### config.mk
export PLATFORM = sky130hd
export DESIGN_NAME = wb_bridge
export DESIGN_NICKNAME = d
export VERILOG_FILES = /design/src/rtl/wb_bridge_pkg.sv /design/src/rtl/wb_bridge_decode.sv /design/src/rtl/wb_bridge.sv
export SDC_FILE = /design/constraint.sdc
export NUM_CORES = 1
export LEC_CHECK = 0
export BUFFER_PORTS_ARGS = -buffer_cell sky130_fd_sc_hd__buf_2
export CAP_MARGIN = 20
export CORE_ASPECT_RATIO = 0.7
export CORE_MARGIN = 1.5
export CORE_UTILIZATION = 31
export CTS_CLUSTER_DIAMETER = 120
export DETAILED_ROUTE_END_ITERATION = 8
export GPL_TIMING_DRIVEN = 0
export HOLD_SLACK_MARGIN = 0.06
export PLACE_DENSITY = 0.67
export SYNTH_ARGS = -nofsm -noshare
export SYNTH_HDL_FRONTEND = slang
export SYNTH_SLANG_ARGS = --single-unit
### constraint.sdc
create_clock -name clk -period 2.3 [get_ports clk]
set_input_delay 0.575 -clock clk [delete_from_list [all_inputs] [get_ports clk]]
set_output_delay 0.575 -clock clk [all_outputs]
set_load 0.005 [all_outputs]
### src/rtl/wb_bridge_pkg.sv
// Shared definitions for the Wishbone bridge: region codes, FSM state
// encoding, default parameter values and small helpers.
package wb_bridge_pkg;

    // Default parameter values for the bridge and its decoder
    localparam int DEF_LOG_CORES   = 3;
    localparam int DEF_PC_WIDTH    = 8;
    localparam int DEF_INSTR_WIDTH = 32;
    localparam int DEF_DATA_WIDTH  = 16;
    localparam int DEF_IO_PINS     = 16;
    localparam int DEF_WB_WIDTH    = 32;
    localparam int DEF_DEBUG_LAT   = 2;

    // Wait counter wide enough for DEBUG_LAT up to 15
    localparam int LAT_CNT_WIDTH   = 4;

    // Width of the optional acknowledge statistics counter
    localparam int STATS_WIDTH     = 16;

    // Target region selected by the two top address bits
    typedef enum logic [1:0] {
        REGION_PROG    = 2'b00,
        REGION_PADS    = 2'b01,
        REGION_DEBUG   = 2'b10,
        REGION_ENTROPY = 2'b11
    } region_e;

    // Bus-side transaction FSM
    typedef enum logic [1:0] {
        ST_IDLE = 2'd0,
        ST_WAIT = 2'd1,
        ST_ACK  = 2'd2
    } state_e;

    // Counter preload for a debug read: the capture happens when it hits 0
    function automatic logic [LAT_CNT_WIDTH-1:0] lat_load(input int lat);
        return LAT_CNT_WIDTH'(lat - 1);
    endfunction

endpackage

### src/rtl/wb_bridge_decode.sv
// Combinational address field decode for the Wishbone bridge.
// Splits a bus address into its region and per-region target fields.
module wb_bridge_decode
    import wb_bridge_pkg::*;
#(
    parameter int LOG_CORES = DEF_LOG_CORES,
    parameter int PC_WIDTH  = DEF_PC_WIDTH,
    parameter int WB_WIDTH  = DEF_WB_WIDTH
) (
    input  logic [WB_WIDTH-1:0]  adr,
    output region_e              region,
    output logic [LOG_CORES-1:0] prog_sel,
    output logic [PC_WIDTH-1:0]  prog_waddr,
    output logic                 pads_waddr,
    output logic [LOG_CORES-1:0] debug_sel,
    output logic [4:0]           debug_addr
);

    // Address bits between the field and the region code are don't-care
    logic unused_adr;
    assign unused_adr = ^adr;

    // Slice the address into region and per-target fields
    always_comb begin
        region     = region_e'(adr[WB_WIDTH-1 -: 2]);
        prog_sel   = adr[PC_WIDTH +: LOG_CORES];
        prog_waddr = adr[PC_WIDTH-1:0];
        pads_waddr = adr[0];
        debug_sel  = adr[5 +: LOG_CORES];
        debug_addr = adr[4:0];
    end

endmodule

### src/rtl/wb_bridge.sv
// Wishbone slave bridge into program memory, pad registers, core debug
// port and an entropy seed register. Debug reads wait DEBUG_LAT cycles
// for debug_rdata before acknowledging.
// Optional feature: define WB_BRIDGE_STATS_EN to add a 16-bit acknowledge
// counter, readable from the entropy region with adr[0]=1.
module wb_bridge
    import wb_bridge_pkg::*;
#(
    parameter int LOG_CORES   = DEF_LOG_CORES,
    parameter int PC_WIDTH    = DEF_PC_WIDTH,
    parameter int INSTR_WIDTH = DEF_INSTR_WIDTH,
    parameter int DATA_WIDTH  = DEF_DATA_WIDTH,
    parameter int IO_PINS     = DEF_IO_PINS,
    parameter int WB_WIDTH    = DEF_WB_WIDTH,
    parameter int DEBUG_LAT   = DEF_DEBUG_LAT
) (
    input  logic                    clk,
    input  logic                    rst_n,
    input  logic                    wbs_stb_i,
    input  logic                    wbs_cyc_i,
    input  logic                    wbs_we_i,
    input  logic [WB_WIDTH/8-1:0]   wbs_sel_i,
    input  logic [WB_WIDTH-1:0]     wbs_adr_i,
    input  logic [WB_WIDTH-1:0]     wbs_dat_i,
    output logic                    wbs_ack_o,
    output logic [WB_WIDTH-1:0]     wbs_dat_o,
    output logic                    prog_we,
    output logic [LOG_CORES-1:0]    prog_sel,
    output logic [PC_WIDTH-1:0]     prog_waddr,
    output logic [INSTR_WIDTH-1:0]  prog_wdata,
    output logic                    pads_we,
    output logic                    pads_waddr,
    output logic [IO_PINS-1:0]      pads_wdata,
    output logic [LOG_CORES-1:0]    debug_sel,
    output logic [4:0]              debug_addr,
    output logic                    debug_we,
    output logic [DATA_WIDTH-1:0]   debug_wdata,
    input  logic [DATA_WIDTH-1:0]   debug_rdata,
    output logic [WB_WIDTH-1:0]     entropy_word
);

    // ------------------------------------------------------------------
    // Address decode
    // ------------------------------------------------------------------
    region_e              dec_region;
    logic [LOG_CORES-1:0] dec_prog_sel;
    logic [PC_WIDTH-1:0]  dec_prog_waddr;
    logic                 dec_pads_waddr;
    logic [LOG_CORES-1:0] dec_debug_sel;
    logic [4:0]           dec_debug_addr;

    wb_bridge_decode #(
        .LOG_CORES (LOG_CORES),
        .PC_WIDTH  (PC_WIDTH),
        .WB_WIDTH  (WB_WIDTH)
    ) u_decode (
        .adr        (wbs_adr_i),
        .region     (dec_region),
        .prog_sel   (dec_prog_sel),
        .prog_waddr (dec_prog_waddr),
        .pads_waddr (dec_pads_waddr),
        .debug_sel  (dec_debug_sel),
        .debug_addr (dec_debug_addr)
    );

    // Expand byte-lane selects into a bit mask for entropy writes
    logic [WB_WIDTH-1:0] lane_mask;
    generate
        for (genvar gi = 0; gi < WB_WIDTH/8; gi++) begin : g_lane
            assign lane_mask[gi*8 +: 8] = {8{wbs_sel_i[gi]}};
        end
    endgenerate

    logic req;
    assign req = wbs_cyc_i & wbs_stb_i;

    // ------------------------------------------------------------------
    // State and registered outputs
    // ------------------------------------------------------------------
    state_e                   state_q,       state_d;
    logic [LAT_CNT_WIDTH-1:0] cnt_q,         cnt_d;
    logic                     ack_q,         ack_d;
    logic [WB_WIDTH-1:0]      dat_q,         dat_d;
    logic                     prog_we_q,     prog_we_d;
    logic [LOG_CORES-1:0]     prog_sel_q,    prog_sel_d;
    logic [PC_WIDTH-1:0]      prog_waddr_q,  prog_waddr_d;
    logic [INSTR_WIDTH-1:0]   prog_wdata_q,  prog_wdata_d;
    logic                     pads_we_q,     pads_we_d;
    logic                     pads_waddr_q,  pads_waddr_d;
    logic [IO_PINS-1:0]       pads_wdata_q,  pads_wdata_d;
    logic [LOG_CORES-1:0]     debug_sel_q,   debug_sel_d;
    logic [4:0]               debug_addr_q,  debug_addr_d;
    logic                     debug_we_q,    debug_we_d;
    logic [DATA_WIDTH-1:0]    debug_wdata_q, debug_wdata_d;
    logic [WB_WIDTH-1:0]      entropy_q,     entropy_d;

    // Value returned by an entropy-region read
    logic [WB_WIDTH-1:0]      entropy_rd;

`ifdef WB_BRIDGE_STATS_EN
    logic [STATS_WIDTH-1:0]   stats_q,       stats_d;
    assign entropy_rd = dec_pads_waddr ? WB_WIDTH'(stats_q) : entropy_q;
`else
    assign entropy_rd = entropy_q;
`endif

    // Next-state and next-output logic for the IDLE/WAIT/ACK transaction FSM
    always_comb begin
        state_d       = state_q;
        cnt_d         = cnt_q;
        ack_d         = 1'b0;
        dat_d         = dat_q;
        prog_we_d     = 1'b0;
        prog_sel_d    = prog_sel_q;
        prog_waddr_d  = prog_waddr_q;
        prog_wdata_d  = prog_wdata_q;
        pads_we_d     = 1'b0;
        pads_waddr_d  = pads_waddr_q;
        pads_wdata_d  = pads_wdata_q;
        debug_sel_d   = debug_sel_q;
        debug_addr_d  = debug_addr_q;
        debug_we_d    = 1'b0;
        debug_wdata_d = debug_wdata_q;
        entropy_d     = entropy_q;

        unique case (state_q)
            ST_IDLE: begin
                if (req) begin
                    // Target fields are latched for every accepted request
                    // so debug reads present a stable address while waiting
                    prog_sel_d   = dec_prog_sel;
                    prog_waddr_d = dec_prog_waddr;
                    pads_waddr_d = dec_pads_waddr;
                    debug_sel_d  = dec_debug_sel;
                    debug_addr_d = dec_debug_addr;

                    if (wbs_we_i) begin
                        state_d = ST_ACK;
                        ack_d   = 1'b1;
                        case (dec_region)
                            REGION_PROG: begin
                                prog_we_d    = 1'b1;
                                prog_wdata_d = wbs_dat_i[INSTR_WIDTH-1:0];
                            end
                            REGION_PADS: begin
                                pads_we_d    = 1'b1;
                                pads_wdata_d = wbs_dat_i[IO_PINS-1:0];
                            end
                            REGION_DEBUG: begin
                                debug_we_d    = 1'b1;
                                debug_wdata_d = wbs_dat_i[DATA_WIDTH-1:0];
                            end
                            REGION_ENTROPY: begin
                                entropy_d = (entropy_q & ~lane_mask) |
                                            (wbs_dat_i & lane_mask);
                            end
                        endcase
                    end else if (dec_region == REGION_DEBUG) begin
                        state_d = ST_WAIT;
                        cnt_d   = lat_load(DEBUG_LAT);
                    end else begin
                        state_d = ST_ACK;
                        ack_d   = 1'b1;
                        dat_d   = (dec_region == REGION_ENTROPY) ? entropy_rd : '0;
                    end
                end
            end

            ST_WAIT: begin
                if (!wbs_cyc_i) begin
                    // Master abandoned the cycle: drop it silently
                    state_d = ST_IDLE;
                    cnt_d   = '0;
                end else if (cnt_q == '0) begin
                    state_d = ST_ACK;
                    ack_d   = 1'b1;
                    dat_d   = WB_WIDTH'(debug_rdata);
                end else begin
                    cnt_d = cnt_q - 1'b1;
                end
            end

            ST_ACK: begin
                state_d = ST_IDLE;
            end

            default: begin
                state_d = ST_IDLE;
                cnt_d   = '0;
            end
        endcase
    end

`ifdef WB_BRIDGE_STATS_EN
    // Count every acknowledge; the counter wraps naturally
    always_comb begin
        stats_d = stats_q;
        if (ack_d) begin
            stats_d = stats_q + 1'b1;
        end
    end
`endif

    // Register FSM state and all outputs; reset clears everything at once
    always_ff @(posedge clk or negedge rst_n) begin
        if (!rst_n) begin
            state_q       <= ST_IDLE;
            cnt_q         <= '0;
            ack_q         <= 1'b0;
            dat_q         <= '0;
            prog_we_q     <= 1'b0;
            prog_sel_q    <= '0;
            prog_waddr_q  <= '0;
            prog_wdata_q  <= '0;
            pads_we_q     <= 1'b0;
            pads_waddr_q  <= 1'b0;
            pads_wdata_q  <= '0;
            debug_sel_q   <= '0;
            debug_addr_q  <= '0;
            debug_we_q    <= 1'b0;
            debug_wdata_q <= '0;
            entropy_q     <= '0;
`ifdef WB_BRIDGE_STATS_EN
            stats_q       <= '0;
`endif
        end else begin
            state_q       <= state_d;
            cnt_q         <= cnt_d;
            ack_q         <= ack_d;
            dat_q         <= dat_d;
            prog_we_q     <= prog_we_d;
            prog_sel_q    <= prog_sel_d;
            prog_waddr_q  <= prog_waddr_d;
            prog_wdata_q  <= prog_wdata_d;
            pads_we_q     <= pads_we_d;
            pads_waddr_q  <= pads_waddr_d;
            pads_wdata_q  <= pads_wdata_d;
            debug_sel_q   <= debug_sel_d;
            debug_addr_q  <= debug_addr_d;
            debug_we_q    <= debug_we_d;
            debug_wdata_q <= debug_wdata_d;
            entropy_q     <= entropy_d;
`ifdef WB_BRIDGE_STATS_EN
            stats_q       <= stats_d;
`endif
        end
    end

    assign wbs_ack_o    = ack_q;
    assign wbs_dat_o    = dat_q;
    assign prog_we      = prog_we_q;
    assign prog_sel     = prog_sel_q;
    assign prog_waddr   = prog_waddr_q;
    assign prog_wdata   = prog_wdata_q;
    assign pads_we      = pads_we_q;
    assign pads_waddr   = pads_waddr_q;
    assign pads_wdata   = pads_wdata_q;
    assign debug_sel    = debug_sel_q;
    assign debug_addr   = debug_addr_q;
    assign debug_we     = debug_we_q;
    assign debug_wdata  = debug_wdata_q;
    assign entropy_word = entropy_q;

endmodule

==> results.md <==
- Port Buffers: approximately 220
- First-pass GRT wire length: about 24000 um
- Vias: 4097
- Layout Nets: 720
- H-tree depth: 4
- Hold Buf Count CTS: 0
- Post-synth EDFFs: 0
- Reg power frac: between 40% and 50%
- Global route overflow: 0
- Hold Path Class: in -> async
- Largest net degree at the start of global routing: 90
- RSZ-0062 raised after global routing: true
- DRC Markers: 0
- Dpl cell area: roughly 7500 um2
- Synthesized area: ~6000 um2
- Setup-failing EPs final: 0
- Clk_skew: ~0.0065 ns
- Arr. time, crit path: 2.57 ns
- Gp weighted congestion: 0.737
- Die H: around 120 um
- CP Class: reg -> reg
- Setup crit end kind: flip-flop
- Critical path required time: approximately 2.6 ns
- Crit-path max FO: 10
- Pwr Density: 974 nW/um2
- Share of layout cells above drive strength 1: 65.6%
- Relative slew slack: 46.6%
- Ys async rst share: between 90% and 100%
- Syn Area/Cell: between 15 and 20 um2
- Clock power share: a little over a third
- Comb pwr share: 20.8%
- Fin area: slightly above 8000 um2
- Final Cycle Share: roughly 99%
- WL/cell: around 17 um
- Routed WL: about 15000 um
- Int Power: 5.78 mW
- Net Switching: 2.15 mW
- Die Area: approximately 20000 um2
- Most common cell after layout, fill and taps aside: buf_2
- CTS tree: built
- Site Rows: between 40 and 50
- Primary FF master, synth: dfrtp_1
- Synth warn: 0
- Clk_lat worst skew: 0.42 ns
- Seq/Total Area, Yosys: 62.2%
- Sinks on Clock Net: approximately 150
- Least-Margin Pin Slew: slightly below 0.8 ns
- Via density: between 4 and 5
- Fillers: ~1800
- Clock slew at the register clock pins of the worst setup and hold paths: approximately 0.060 ns
- Switching Share: between 20% and 30%
- Leakage: approximately 4.2 nW
- Syn Inst Count: around 380
- Run status: finished clean
- Diode count: 0
- Area delta synth->final: 35.7%
- DIE WIDTH: between 150 and 200 um
- Max-cap viol count: 0
- Iter 0 DRT Violations: around 160
- Fmax: 441 MHz
- Root Buffer: clkbuf_16
- Initial antenna violation count: 1
- Setup crit start kind: flip-flop
- Setup tns final: 0 ns
- Core Area: 18900 um2
- Post-synthesis cell type count: 37
- I/O pin count: approximately 240
- CTS Buffer Depth: 2
- Detail Route Antenna Nets: 0
- Commonest cells after routing, fill and taps aside: buf_2, dfrtp_1, mux2_2
- HPWL after detailed placement: around 11000 um
- Peak supply drop: roughly 420 uV
- Gr usage total: between 10% and 20%
- Starting Density: between 30% and 40%
- Seq cells post-synth: about 150
- Num CTS Buffers: 17
- DRT Pass-1 Iters: 4
- Tmin final: around 2.3 ns
- Vias in the first global route: around 4200
- Fin. Hold Viols: 0
- Syn nets: 474
- Slew Limit Fails: 0
cells in the mapped netlist, types with 3 or more instances:
cell type | instances | area (um2)
a21oi_1 | 4 | 20.0
a22o_1 | 32 | 280
buf_2 | 10 | 50.1
buf_4 | 9 | 67.6
buf_6 | 3 | 33.8
dfrtp_1 | 149 | 3730
inv_1 | 7 | 26.3
mux2_2 | 101 | 1140
mux2_4 | 23 | 345
nand2_1 | 6 | 22.5
nand2_2 | 4 | 25.0
nor2_1 | 3 | 11.3
nor3_1 | 3 | 15.0
power groups by stage:
stage	Combinational (mW)	Clock [mW]	Sequential, mW
finish	1.65	2.80	3.48
global route	1.81	3.02	3.55
CTS	1.64	2.91	3.49
detailed placement	1.64	0	3.52
global placement	1.60	0	3.50
floorplan	0.746	0	3.55
routing by layer:
layer / vias to the layer above / routed length (um) / part of all wire, % / GRT usage, %
met1: 2046 / 6930 / 46 / 19.7
met2: 157 / 6820 / 45 / 23.9
met3: 14 / 1280 / 8.4 / 6.51
li1: 1878 / - / - / -
met4: 2 / 159 / 1.0 / 4.98
met5: - / 19 / 0.12 / 0
metrics by stage:
stage          hold WS, ns  worst slack, ns  cells  power, mW  utilization, %
2_1_floorplan        0.279            0.136    383       4.29               -
3_3_place_gp         0.482            -1.58    846       5.10            39.2
3_5_place_dp         0.487           -0.363    848       5.16            39.4
4_1_cts              0.131          0.00830    880       8.03            42.6
5_1_grt              0.160          -0.0200    884       8.38            43.0
6_report             0.125           0.0299    884       7.93            43.0
critical path, stage by stage (launching register included):
cell and delay (ns):
dfrtp_1 0.39, inv_2 0.10, ha_4 0.14, or3b_4 0.38
o22a_1 0.18, or3_4 0.38, buf_8 0.15, buf_12 0.15
mux2_4 0.30
area by class of cell:
class / instances / area, um2 / area share, %
sequential: 149 / 3730 / 45.8
multi-input combinational: 201 / 2100 / 25.8
timing repair buffer: 227 / 1180 / 14.5
clock buffer: 17 / 425 / 5.23
tap: 242 / 303 / 3.72
buffer: 26 / 204 / 2.51
clock inverter: 15 / 171 / 2.11
inverter: 7 / 26.3 / 0.323
kinds of logic (layout without fill, tap and decap cells):
family	Yosys count	in the layout	synth area share [%]
AND/OR/NAND/NOR	28	28	2.86
XOR/XNOR	1	1	0.146
buffers and inverters	33	292	3.48
flip-flops	149	149	62.2
multiplexers	125	125	24.9
AO/OA/AOI/OAI	45	45	6.05
adder cells (fa/ha/maj)	2	2	0.417
worst paths after layout:
path	start	end	slack (ns)	depth (start not counted)
worst max-delay path	cnt_q[0]$_DFFE_PN0P_	wbs_dat_o[9]$_DFFE_PN0P_	0.03	8
worst min-delay path	rst_n	prog_wdata[7]$_DFFE_PN0P_	0.13	1
max in group asynchronous	rst_n	state_q[1]$_DFFE_PN0P_	1.33	2
worst min register to register	prog_wdata[25]$_DFFE_PN0P_	prog_wdata[25]$_DFFE_PN0P_	0.50	1
worst max register to register	cnt_q[0]$_DFFE_PN0P_	wbs_dat_o[9]$_DFFE_PN0P_	0.03	8
min in group clk	wbs_adr_i[0]	prog_waddr[0]$_DFFE_PN0P_	0.39	2
timing repair:
item,in CTS,in global routing
endpoints found under the setup margin,65,68
pin swaps,0,1
hold endpoints to repair,0,0
gates cloned,0,0
resized for setup,3,14
buffers inserted,0,4
(Power assumes the default switching activity.)
